File: config.mk
export PLATFORM = sky130hd
export DESIGN_NAME = sprite_fetch
export DESIGN_NICKNAME = d
export VERILOG_FILES = /design/src/rtl/sprite_pkg.sv /design/src/rtl/sprite_shadow_regs.sv /design/src/rtl/sprite_fetch.sv
export SDC_FILE = /design/constraint.sdc
export NUM_CORES = 1
export LEC_CHECK = 0
export ABC_AREA = 1
export BUFFER_PORTS_ARGS = -buffer_cell sky130_fd_sc_hd__buf_2
export CORE_UTILIZATION = 25
export CTS_BUF_LIST = sky130_fd_sc_hd__clkbuf_8
export DETAILED_ROUTE_END_ITERATION = 6
export PLACE_DENSITY = 0.51
export SLEW_MARGIN = 20
export SYNTH_ARGS = -nofsm -noshare
export SYNTH_HDL_FRONTEND = slang
export SYNTH_SLANG_ARGS = --single-unit
File: constraint.sdc
create_clock -name CLK -period 5 [get_ports CLK]
set_input_delay 0.5 -clock CLK [delete_from_list [all_inputs] [get_ports CLK]]
set_output_delay 0.5 -clock CLK [all_outputs]
set_load 0.02 [all_outputs]
File: src/rtl/sprite_pkg.sv
// Shared types and widths for the sprite read engine.
// Coordinates are 10-bit unsigned; RAM addresses are 19-bit.
package sprite_pkg;

  localparam int COORD_W = 10;
  localparam int ADDR_W  = 19;

  typedef logic [3:0]         pal_idx_t;
  typedef logic [COORD_W-1:0] coord_t;
  typedef logic [ADDR_W-1:0]  addr_t;

  localparam pal_idx_t TRANSPARENT_IDX = 4'h0;

  typedef struct packed {
    coord_t     x;
    coord_t     y;
    logic       flip;
    logic [7:0] frame;
    logic       enable;
  } shadow_t;

  // Out-of-range animation frames fold onto the last stored frame.
  function automatic logic [7:0] clamp_frame(input logic [7:0] sel, input int frames);
    if (int'(sel) >= frames) return 8'(frames - 1);
    return sel;
  endfunction

endpackage

File: src/rtl/sprite_shadow_regs.sv
// Sprite placement registers, reloaded only on the frame_start pulse
// so a sprite cannot move or change frame part-way down the screen.
module sprite_shadow_regs
  import sprite_pkg::*;
#(
  parameter int FRAMES = 1
) (
  input  logic       i_clk,
  input  logic       i_rst,
  input  logic       i_load,
  input  coord_t     i_x,
  input  coord_t     i_y,
  input  logic       i_flip,
  input  logic [7:0] i_frame_sel,
  input  logic       i_enable,
  output shadow_t    o_shadow
);

  shadow_t r_shadow;

  always_ff @(posedge i_clk or posedge i_rst) begin
    if (i_rst) begin
      r_shadow <= '0;
    end else if (i_load) begin
      r_shadow <= '{x:      i_x,
                    y:      i_y,
                    flip:   i_flip,
                    frame:  clamp_frame(i_frame_sel, FRAMES),
                    enable: i_enable};
    end
  end

  assign o_shadow = r_shadow;

endmodule

File: src/rtl/sprite_fetch.sv
// Sprite read engine: box test and RAM address on stage 1, RAM access on
// stage 2, registered palette index with valid/opaque flags on stage 3.
module sprite_fetch
  import sprite_pkg::*;
#(
  parameter int       SPR_W       = 20,
  parameter int       SPR_H       = 40,
  parameter int       FRAMES      = 1,
  parameter pal_idx_t TRANSPARENT = TRANSPARENT_IDX
) (
  input  logic         CLK,
  input  logic         RESET,
  input  logic         pix_en,
  input  coord_t       DrawX,
  input  coord_t       DrawY,
  input  logic         frame_start,
  input  coord_t       SpriteX,
  input  coord_t       SpriteY,
  input  logic         flip_h,
  input  logic [7:0]   frame_sel,
  input  logic         spr_enable,
  output addr_t        READ_ADDR,
  input  pal_idx_t     ram_data,
  output logic         pix_valid,
  output logic         pix_opaque,
  output pal_idx_t     pix_idx
);

  localparam coord_t W_C      = COORD_W'(SPR_W);
  localparam coord_t H_C      = COORD_W'(SPR_H);
  localparam coord_t W_M1     = COORD_W'(SPR_W - 1);
  localparam addr_t  ROW_SZ   = ADDR_W'(SPR_W);
  localparam addr_t  FRAME_SZ = ADDR_W'(SPR_W * SPR_H);

  shadow_t  w_shadow;
  coord_t   w_dx;
  coord_t   w_dy;
  coord_t   w_col;
  logic     w_in_box;
  logic     w_opaque;
  addr_t    w_frame_base;
  addr_t    w_addr;

  addr_t    r_read_addr;
  logic     r_v1;
  logic     r_b1;
  logic     r_v2;
  logic     r_b2;
  logic     r_pix_valid;
  logic     r_pix_opaque;
  pal_idx_t r_pix_idx;

  sprite_shadow_regs #(
    .FRAMES (FRAMES)
  ) u_shadow (
    .i_clk       (CLK),
    .i_rst       (RESET),
    .i_load      (frame_start),
    .i_x         (SpriteX),
    .i_y         (SpriteY),
    .i_flip      (flip_h),
    .i_frame_sel (frame_sel),
    .i_enable    (spr_enable),
    .o_shadow    (w_shadow)
  );

  // dx/dy wrap when the pixel is left of or above the box; the explicit
  // >= compares reject those cases before the range checks are trusted.
  always_comb begin
    w_dx         = DrawX - w_shadow.x;
    w_dy         = DrawY - w_shadow.y;
    w_in_box     = (DrawX >= w_shadow.x) && (DrawY >= w_shadow.y) &&
                   (w_dx < W_C) && (w_dy < H_C) && w_shadow.enable;
    w_col        = w_shadow.flip ? (W_M1 - w_dx) : w_dx;
    w_frame_base = ADDR_W'(w_shadow.frame) * FRAME_SZ;
    w_addr       = w_frame_base + ADDR_W'(w_dy) * ROW_SZ + ADDR_W'(w_col);
    w_opaque     = r_v2 && r_b2 && (ram_data != TRANSPARENT);
  end

  always_ff @(posedge CLK or posedge RESET) begin
    if (RESET) begin
      r_read_addr  <= '0;
      r_v1         <= 1'b0;
      r_b1         <= 1'b0;
      r_v2         <= 1'b0;
      r_b2         <= 1'b0;
      r_pix_valid  <= 1'b0;
      r_pix_opaque <= 1'b0;
      r_pix_idx    <= '0;
    end else begin
      // Outside the box the address is parked to keep the RAM quiet.
      if (w_in_box) r_read_addr <= w_addr;
      r_v1         <= pix_en;
      r_b1         <= w_in_box;
      r_v2         <= r_v1;
      r_b2         <= r_b1;
      r_pix_valid  <= r_v2;
      r_pix_opaque <= w_opaque;
      r_pix_idx    <= w_opaque ? ram_data : '0;
    end
  end

  assign READ_ADDR  = r_read_addr;
  assign pix_valid  = r_pix_valid;
  assign pix_opaque = r_pix_opaque;
  assign pix_idx    = r_pix_idx;

endmodule

==> impl_metrics.ini, run 1 <==
[clock_tree]
cts_max_level = 3
cts.sinks = 59
path_clk_slew_ns = 0.08
postCtsSetupBuffers = 0
cts_root_buf = clkbuf_8
cts_tree = built
clock_latency_ns = 0.36
cts.path.max_buffers = 2
hold_buffers = 0
cts_buffers = 9

[logic_synthesis]
synthArstFlopShare_pct = 100
avgSynthCellArea_sq_um = 7.23
synthDistinctLibCells = 36
ys_warn_count = 0
synth_edf_count = 0
synth_top_area_cell = dfrtp_1
ys_top_cells_by_area = dfrtp_1, ha_1, nand2_1, inv_1, fa_1
ys_seq_elements = 59
synth_seq_area_share_pct = 25.0
yosysTopAreaCellShare_pct = 25.0
synth_commonest_cells = nand2_1, inv_1, ha_1, dfrtp_1, nor2_1
ys.flop_type = dfrtp_1
syn_nets = 974
synthCells = 816
syn_area_sq_um = 5900
synth_most_common_cell = nand2_1

[grt]
grt_pass1_vias = 5073
grtUsageTotal_pct = 12.2
overflow = 0
grt_antenna_before_repair = 0
grt_pass1_wl_um = 23700
grt_max_degree = 60

[power]
power_frac_clock_pct = 17.6
ir_drop_mv = 0.222
power_switching_share_pct = 46.3
p_switching_uw = 1350
power_density_nw_per_um2 = 418
seqPwrFrac_pct = 17.4
combPwrFrac_pct = 65.1
p_int_uw = 1570
p_leak_uw = 0.00410

[run]
max_cap_violations = 0

[timing]
rsz0062_at_grt = false
slew_viol_final = 0
period_share_pct = 92.2
max_slew_margin_pct = 44.4
hold_viol_final = 0
fin_ws_ns = 0.390
fmax_ghz = 0.217
finalSetupTns_ns = 0
worst_pin_slew_ns = 0.834
setup_viol_count_final = 0
finClkSkew_ns = 0.0106
min_period_ns = 4.61

[routing]
highest_layer = met4
dr.pass1.iters = 4
wirelength_um = 13600
drc = 0
ant_nets = 0
routedWlPerCell_um = 11.1
wl_met1_um = 6670
wl_met3_um = 538
via_count = 5113
via_per_inst = 4.19
drt_iter0_drc = 185
dr_wl_met2_um = 6250

[floorplan]
die_h_um = 156
die_area_sq_um = 24200
coreArea_sq_um = 22900
ioPinCount = 83
die_w_um = 156
initial_utilization_pct = 25.7
rows = 55

[setup_path]
cp_max_fo = 3
start_kind = flip-flop
r2r_cells = 28
endpoint_kind = flip-flop
startpoint = u_shadow.o_shadow[10]$_DFFE_PP0P_
setup.worst_path.class = reg2reg
cp_common_cell = nand2_1
worstPathRequired_ns = 5.29
arrival_ns = 4.90
r2r_start = u_shadow.o_shadow[10]$_DFFE_PP0P_
r2r_slack_ns = 0.39
r2r_end = READ_ADDR[18]$_DFFE_PP0P_
crit_path_max_incr_delay_ns = 0.43
slowest_stage = dfrtp_1

[run_status]
outcome = finished, final reports clean

[cells_and_area]
final_nets = 1060
drive_gt1_share_pct = 17.0
n_antenna_cell = 0
area_delta_synth_final_pct = 18.3

[place]
dp_hpwl_um = 11000
dp_slack_ns = 0.0429
gp_congestion = 0.786
portBuffers = 74

[min_path]
worstHoldStart = pix_en
hp-class = in2reg
whs_path_depth = 1
hold_end = r_v1$_DFF_PP0_
worst max-delay path by stage:
stage | endpoint | slack, ns
finish | READ_ADDR[18]$_DFFE_PP0P_ | 0.39
global route | READ_ADDR[18]$_DFFE_PP0P_ | 0.02
CTS | READ_ADDR[17]$_DFFE_PP0P_ | 0.25
detailed placement | READ_ADDR[15]$_DFFE_PP0P_ | 0.04
global placement | READ_ADDR[17]$_DFFE_PP0P_ | 0.06
floorplan | READ_ADDR[17]$_DFFE_PP0P_ | 0.45
routing by layer:
layer	vias up	GRT usage, %
met2	89	20.6
met3	5	2.47
met5	-	0
li1	2735	-
met1	2284	16.0
met4	0	2.80
power by group through the flow:
stage / logic [uW] / clock network [uW] / registers [uW]
after floorplan: 1360 / 0 / 516
after global placement: 1790 / 0 / 515
after detailed placement: 1790 / 0 / 516
after CTS: 1810 / 539 / 506
after global routing: 2160 / 554 / 509
final: 1900 / 512 / 506
stage by stage:
| step | area (sq um) | hold slack, ns | total power (uW) | util, % | instances |
|---|---|---|---|---|---|
| floorplan | 5900 | 0.331 | 1880 | - | 816 |
| global placement | 6690 | 0.332 | 2310 | 29.2 | 1204 |
| detailed placement | 6690 | 0.336 | 2310 | 29.2 | 1204 |
| CTS | 6920 | 0.217 | 2850 | 30.2 | 1220 |
| global route | 6980 | 0.215 | 3220 | 30.5 | 1220 |
| finish | 6980 | 0.245 | 2920 | 30.5 | 1220 |
state kept, by name (all words and copies together), names as in the netlist:
signal and cells:
pix_idx 4, r_b2 1, u_shadow.o_shadow 30, pix_opaque 1
READ_ADDR 19, pix_valid 1, r_b1 1, r_v1 1
r_v2 1
cell usage in the layout (no fill, tap or decap), types with 2 or more instances in the layout:
cell type / instances
nand3b_1: 3
o21bai_1: 2
nand2_2: 16
nand4_1: 17
nor2_8: 2
bufinv_16: 2
xnor2_1: 15
nor2_1: 43
ha_1: 84
a21oi_1: 28
clkinv_4: 3
nand2_1: 225
ha_4: 3
a31oi_1: 3
nand3_2: 3
nand3_1: 40
xor2_1: 20
buf_2: 74
nor2_4: 2
a21oi_2: 6
nor2_2: 7
inv_2: 4
nand3_4: 2
mux2_2: 3
o21ai_1: 11
clkbuf_8: 9
fa_1: 12
a21o_1: 4
o21ai_0: 28
inv_1: 157
buf_4: 12
dfrtp_1: 59
worst max-delay path: cells and delay by family (launching register included):
family / cells / cell delay [ns]
fa+ha+maj: 6 / 1.78
simple gates: 14 / 1.37
flops: 1 / 0.43
compound gates: 3 / 0.43
buf+inv: 4 / 0.36
xor+xnor: 1 / 0.16
layout make-up:
type / count / area, sq um
multi-input combinational: 585 / 3820
clock inverter: 7 / 100
timing repair buffer: 86 / 460
clock buffer: 9 / 124
fill: 2553 / 15900
inverter: 161 / 604
sequential: 59 / 1480
tap: 313 / 392
logic make-up after synthesis:
family / after synthesis / share of synthesized area, %
muxes: 3 / 0.572
DFF: 59 / 25.0
AOI/OAI and AO/OA: 84 / 7.74
adders and majority gates: 100 / 22.7
and+or+nand+nor: 363 / 27.5
xor gates and xnor gates: 35 / 5.20
buffers and inverters: 172 / 11.2
what timing repair did:
| item | CTS | global route |
|---|---|---|
| endpoints found under the setup margin | 0 | 8 |
| gates resized for setup | 0 | 14 |
| endpoints found under the hold margin | 0 | 0 |
Note: power is estimated with default switching activity, not from simulation.
==> run 2, diff against run 1 <==
clock period = 5.9 ns   (was 5 ns; I/O delays follow)
==> run 2 against run 1 <==
Against the previous run:
- global-route usage is essentially flat
- largest cell class unchanged
- sequential power shrank 15%
- hold slack improved by 0.092 ns
- critical path type unchanged
- cell area fell by 2.1%
- worst setup slack better by 0.57 ns
- clock skew is essentially flat
- sequential share of layout area grew 0.45 points
- cell count is 0.90% lower
- power shrank 21%
- core utilization down 0.64 points
- die area unchanged
==> impl_metrics.ini, run 2 (same netlist as run 1, synthesis figures left out) <==
[routing]
ant_nets = 0
drt_iter0_drc = 184
routedWlPerCell_um = 11.3
wirelength_um = 13600
via_count = 5108
drc = 0
dr.pass1.iters = 6
via_per_inst = 4.22

[run]
max_cap_violations = 0

[clock_tree]
postCtsSetupBuffers = 0
cts.path.max_buffers = 2
path_clk_slew_ns = 0.08
cts_max_level = 3
cts_buffers = 9
cts_root_buf = clkbuf_8
clock_latency_ns = 0.36
cts_tree = built
cts.sinks = 59
hold_buffers = 0
cts_resized = 0

[timing]
period_share_pct = 83.7
finClkSkew_ns = 0.0108
timing.hold.ws_ns = 0.337
fmax_ghz = 0.202
max_slew_margin_pct = 43.7
finalSetupTns_ns = 0
worst_pin_slew_ns = 0.845
hold_viol_final = 0
rsz0062_at_grt = false
min_period_ns = 4.94
setup_viol_count_final = 0
slew_viol_final = 0

[place]
dp_hpwl_um = 11200
portBuffers = 74
gp_congestion = 0.807

[min_path]
whs_path_depth = 1
hp-class = in2reg

[power]
p_leak_uw = 0.00404
power_density_nw_per_um2 = 338
ir_drop_mv = 0.182

[cells_and_area]
final_nets = 1049
layout_commonest_cell = nand2_1
largest_reg_flops = 30
final_cell_mix = nand2_1, inv_1, ha_1, buf_2, dfrtp_1
n_antenna_cell = 0
post-route-util_pct = 29.8
drive_gt1_share_pct = 14.7
multi_input_area_sq_um = 3760
fill_cells = 2552
area_delta_synth_final_pct = 15.8
seq_area_sq_um = 1480

[setup_path]
start_kind = flip-flop
crit_path_max_incr_delay_ns = 0.46
cp_common_cell = nand2_1
setup.worst_path.class = reg2reg
r2r_cells = 32
arrival_ns = 5.20
endpoint_kind = flip-flop
cp_max_fo = 4
worstPathRequired_ns = 6.16
slowest_stage = fa_1

[floorplan]
die_h_um = 156
coreArea_sq_um = 22900
rows = 55
initial_utilization_pct = 25.7
ioPinCount = 83
die_w_um = 156
die_area_sq_um = 24200

[grt]
grt_pass1_wl_um = 23700
overflow = 0
grt_antenna_before_repair = 0
grt_max_degree = 60
grt_pass1_vias = 5118
grtUsageTotal_pct = 12.3

[run_status]
outcome = finished, final reports clean
==> run 2: cell count changes in the layout (fill, tap and decap cells not counted), sizes merged <==
cell  previous run  this run
buf             86        75
==> run 2: critical path, delay by kind of cell (launching register included) <==
| family | cells | cell delay, ns |
|---|---|---|
| fa+ha+maj | 6 | 2.01 |
| simple gates | 17 | 1.38 |
| compound gates | 2 | 0.52 |
| flops | 1 | 0.41 |
| buf+inv | 6 | 0.40 |
| xor+xnor | 1 | 0.13 |
==> run 2: final timing paths <==
kind                                                    from                           endpoint  slack, ns
setup / recovery           u_shadow.o_shadow[10]$_DFFE_PP0P_          READ_ADDR[17]$_DFFE_PP0P_       0.96
min in group asynchronous                              RESET           READ_ADDR[0]$_DFFE_PP0P_       0.46
hold reg to reg                               r_b1$_DFF_PP0_                     r_b2$_DFF_PP0_       0.35
max in group asynchronous                              RESET  u_shadow.o_shadow[15]$_DFFE_PP0P_       4.93
setup reg to reg           u_shadow.o_shadow[10]$_DFFE_PP0P_          READ_ADDR[17]$_DFFE_PP0P_       0.96
hold / removal                                        pix_en                     r_v1$_DFF_PP0_       0.34
==> run 2: report_power, final <==
group,internal (uW),switching [uW],leakage [uW]
Combinational,559,885,0.00319
Clock,241,195,0.000114
Sequential,421,7.92,0.000734
==> run 2: layer usage <==
metal / up-vias / share of wire, % / track usage [%]
met3: 19 / 3.3 / 2.53
met2: 80 / 47 / 21.1
met1: 2289 / 48 / 15.2
li1: 2720 / - / -
met4: 0 / 2.2 / 3.97
met5: - / 0 / 0
==> run 2: per-stage QoR <==
step / cells / instance area, sq um / worst slack (ns) / power [uW]
after floorplan: 816 / 5900 / 1.26 / 1590
after global placement: 1193 / 6610 / 0.651 / 1890
after detailed placement: 1193 / 6610 / 0.633 / 1890
after CTS: 1209 / 6840 / 0.917 / 2350
after global routing: 1209 / 6840 / 0.420 / 2570
final: 1209 / 6840 / 0.960 / 2310
==> run 2: final cells by class <==
type | count | area share (%)
clock buffers | 9 | 1.81
clock inverters | 7 | 1.46
repair buffers | 75 | 5.53
multi-input cells | 585 | 55.0
flip-flops and latches | 59 | 21.6
well taps | 313 | 5.73
inverters | 161 | 8.84
==> run 3, diff against run 2 <==
PLACE_DENSITY = 0.53   (was 0.51)
clock period = 4.5 ns   (was 5.9 ns; I/O delays follow)
==> run 3 against run 2 <==
Against the previous run:
- critical endpoint is now READ_ADDR[18]$_DFFE_PP0P_
- register-to-register slack lost 0.86 ns
- worst setup slack lost 0.86 ns
- hold slack lost 0.25 ns
- largest power group unchanged
- combinational power grew 100%
- power grew 77%
- routed wire length grew 5.9%
==> impl_metrics.ini, run 3 (same netlist as run 1, synthesis figures left out) <==
[cells_and_area]
seq_area_sq_um = 1480
final_cell_mix = nand2_1, inv_1, buf_2, ha_1, dfrtp_1
layout_commonest_cell = nand2_1
area_delta_synth_final_pct = 31.2
n_antenna_cell = 0
fill_cells = 2456
final_nets = 1106
largest_reg_flops = 30
drive_gt1_share_pct = 27.6
multi_input_area_sq_um = 4230

[routing]
ant_nets = 0
via_per_inst = 4.21
drc = 0
dr.pass1.iters = 6
dr_wl_met2_um = 6770
highest_layer = met4
via_count = 5325
drt_iter0_drc = 144
wl_met3_um = 477
wirelength_um = 14400
wl_met1_um = 6990
routedWlPerCell_um = 11.4

[setup_path]
setup.worst_path.class = reg2reg
endpoint_kind = flip-flop
worstPathRequired_ns = 4.80
start_kind = flip-flop
cp_max_fo = 3
arrival_ns = 4.70

[clock_tree]
cts_root_buf = clkbuf_8
cts.path.max_buffers = 2
cts_max_level = 3
clock_latency_ns = 0.37
cts_tree = built
path_clk_slew_ns = 0.09
cts_buffers = 9
hold_buffers = 0
cts.sinks = 59

[place]
dp_hpwl_um = 11500
dp_slack_ns = -0.360
portBuffers = 74
gp_congestion = 0.793

[timing]
hold_viol_final = 0
worst_pin_slew_ns = 0.849
slew_viol_final = 0
fmax_ghz = 0.227
max_slew_margin_pct = 43.1
period_share_pct = 97.8
fin_ws_ns = 0.0970
setup_viol_count_final = 0
rsz0062_at_grt = true
finClkSkew_ns = 0.0114
min_period_ns = 4.40

[floorplan]
initial_utilization_pct = 25.7
die_area_sq_um = 24200
ioPinCount = 83
die_h_um = 156
rows = 55
coreArea_sq_um = 22900
die_w_um = 156

[power]
ir_drop_mv = 0.282
p_leak_uw = 0.00437
finalPower_uw = 4090
power_density_nw_per_um2 = 529

[grt]
grt_max_degree = 50
grt_pass1_vias = 5244
overflow = 0
grtUsageTotal_pct = 12.5
grt_antenna_before_repair = 0
grt_pass1_wl_um = 24100

[run_status]
outcome = finished, final reports clean

[run]
max_cap_violations = 0

[min_path]
hp-class = in2async
## run 3: cell count changes in the layout (fill, tap and decap cells not counted), sizes merged
cell,previous run,this run
inv,162,163
clkinv,4,3
buf,75,132
## run 3: report_power, final
part / leakage [uW] / internal, uW / switching, uW
registers: 0.000734 / 552 / 10.6
logic: 0.00352 / 1390 / 1560
clock network: 0.000114 / 317 / 265
total: 0.00437 / 2260 / 1840
## run 3: worst max-delay path, stage by stage (launching register included)
cell	delay [ns]
dfrtp_1	0.43
ha_2	0.22
fa_2	0.41
buf_6	0.13
xnor2_2	0.11
buf_4	0.15
buf_6	0.12
ha_4	0.24
ha_4	0.15
a21oi_2	0.13
nand2_2	0.07
a21o_1	0.19
a21oi_2	0.19
o21ai_2	0.10
buf_4	0.14
a21oi_2	0.13
nor2_2	0.06
ha_1	0.33
ha_4	0.30
nand2_4	0.06
nor2_4	0.13
nand3_2	0.09
nand2_2	0.07
nand2_1	0.05
nor2_1	0.11
nand4_1	0.10
nand2_1	0.12
## run 3: metal layers
layer	GRT usage [%]	vias up
li1	-	2826
met1	15.8	2413
met2	21.4	73
met3	2.47	13
met4	3.55	0
met5	0	-
## run 3: layout make-up
cell class / instances / area share (%)
Multi-Input combinational cell: 585 / 54.6
Sequential cell: 59 / 19.1
Timing Repair Buffer: 132 / 10.6
Inverter: 161 / 7.81
Tap cell: 313 / 5.06
Clock buffer: 9 / 1.60
Clock inverter: 7 / 1.29
## run 3: metrics by stage
step           TNS [ns]  cell area, sq um  utilization (%)  hold slack [ns]  instances
2_1_floorplan         0              5900                -            0.331        816
3_3_place_gp      -2.75              7000             30.6            0.331       1245
3_5_place_dp      -3.10              7000             30.6            0.336       1245
4_1_cts               0              7290             31.8           0.0963       1262
5_1_grt           -1.42              7740             33.8            0.117       1266
6_report              0              7740             33.8           0.0826       1266
## run 3: timing repair
item | CTS | global route
pin swaps | 2 | 62
gates cloned | 0 | 0
endpoints found under the setup margin | 10 | 11
resized for setup | 11 | 84
setup buffers | 1 | 4
## run 3: final timing paths
check	from	to	slack (ns)	cells past startpoint
min in group CLK	pix_en	r_v1$_DFF_PP0_	0.19	1
max in group asynchronous	RESET	READ_ADDR[16]$_DFFE_PP0P_	3.53	3
worst max register to register	u_shadow.o_shadow[10]$_DFFE_PP0P_	READ_ADDR[18]$_DFFE_PP0P_	0.1	26
worst max-delay path	u_shadow.o_shadow[10]$_DFFE_PP0P_	READ_ADDR[18]$_DFFE_PP0P_	0.1	26
worst min register to register	r_v1$_DFF_PP0_	r_v2$_DFF_PP0_	0.35	0
worst min-delay path	RESET	u_shadow.o_shadow[17]$_DFFE_PP0P_	0.08	2
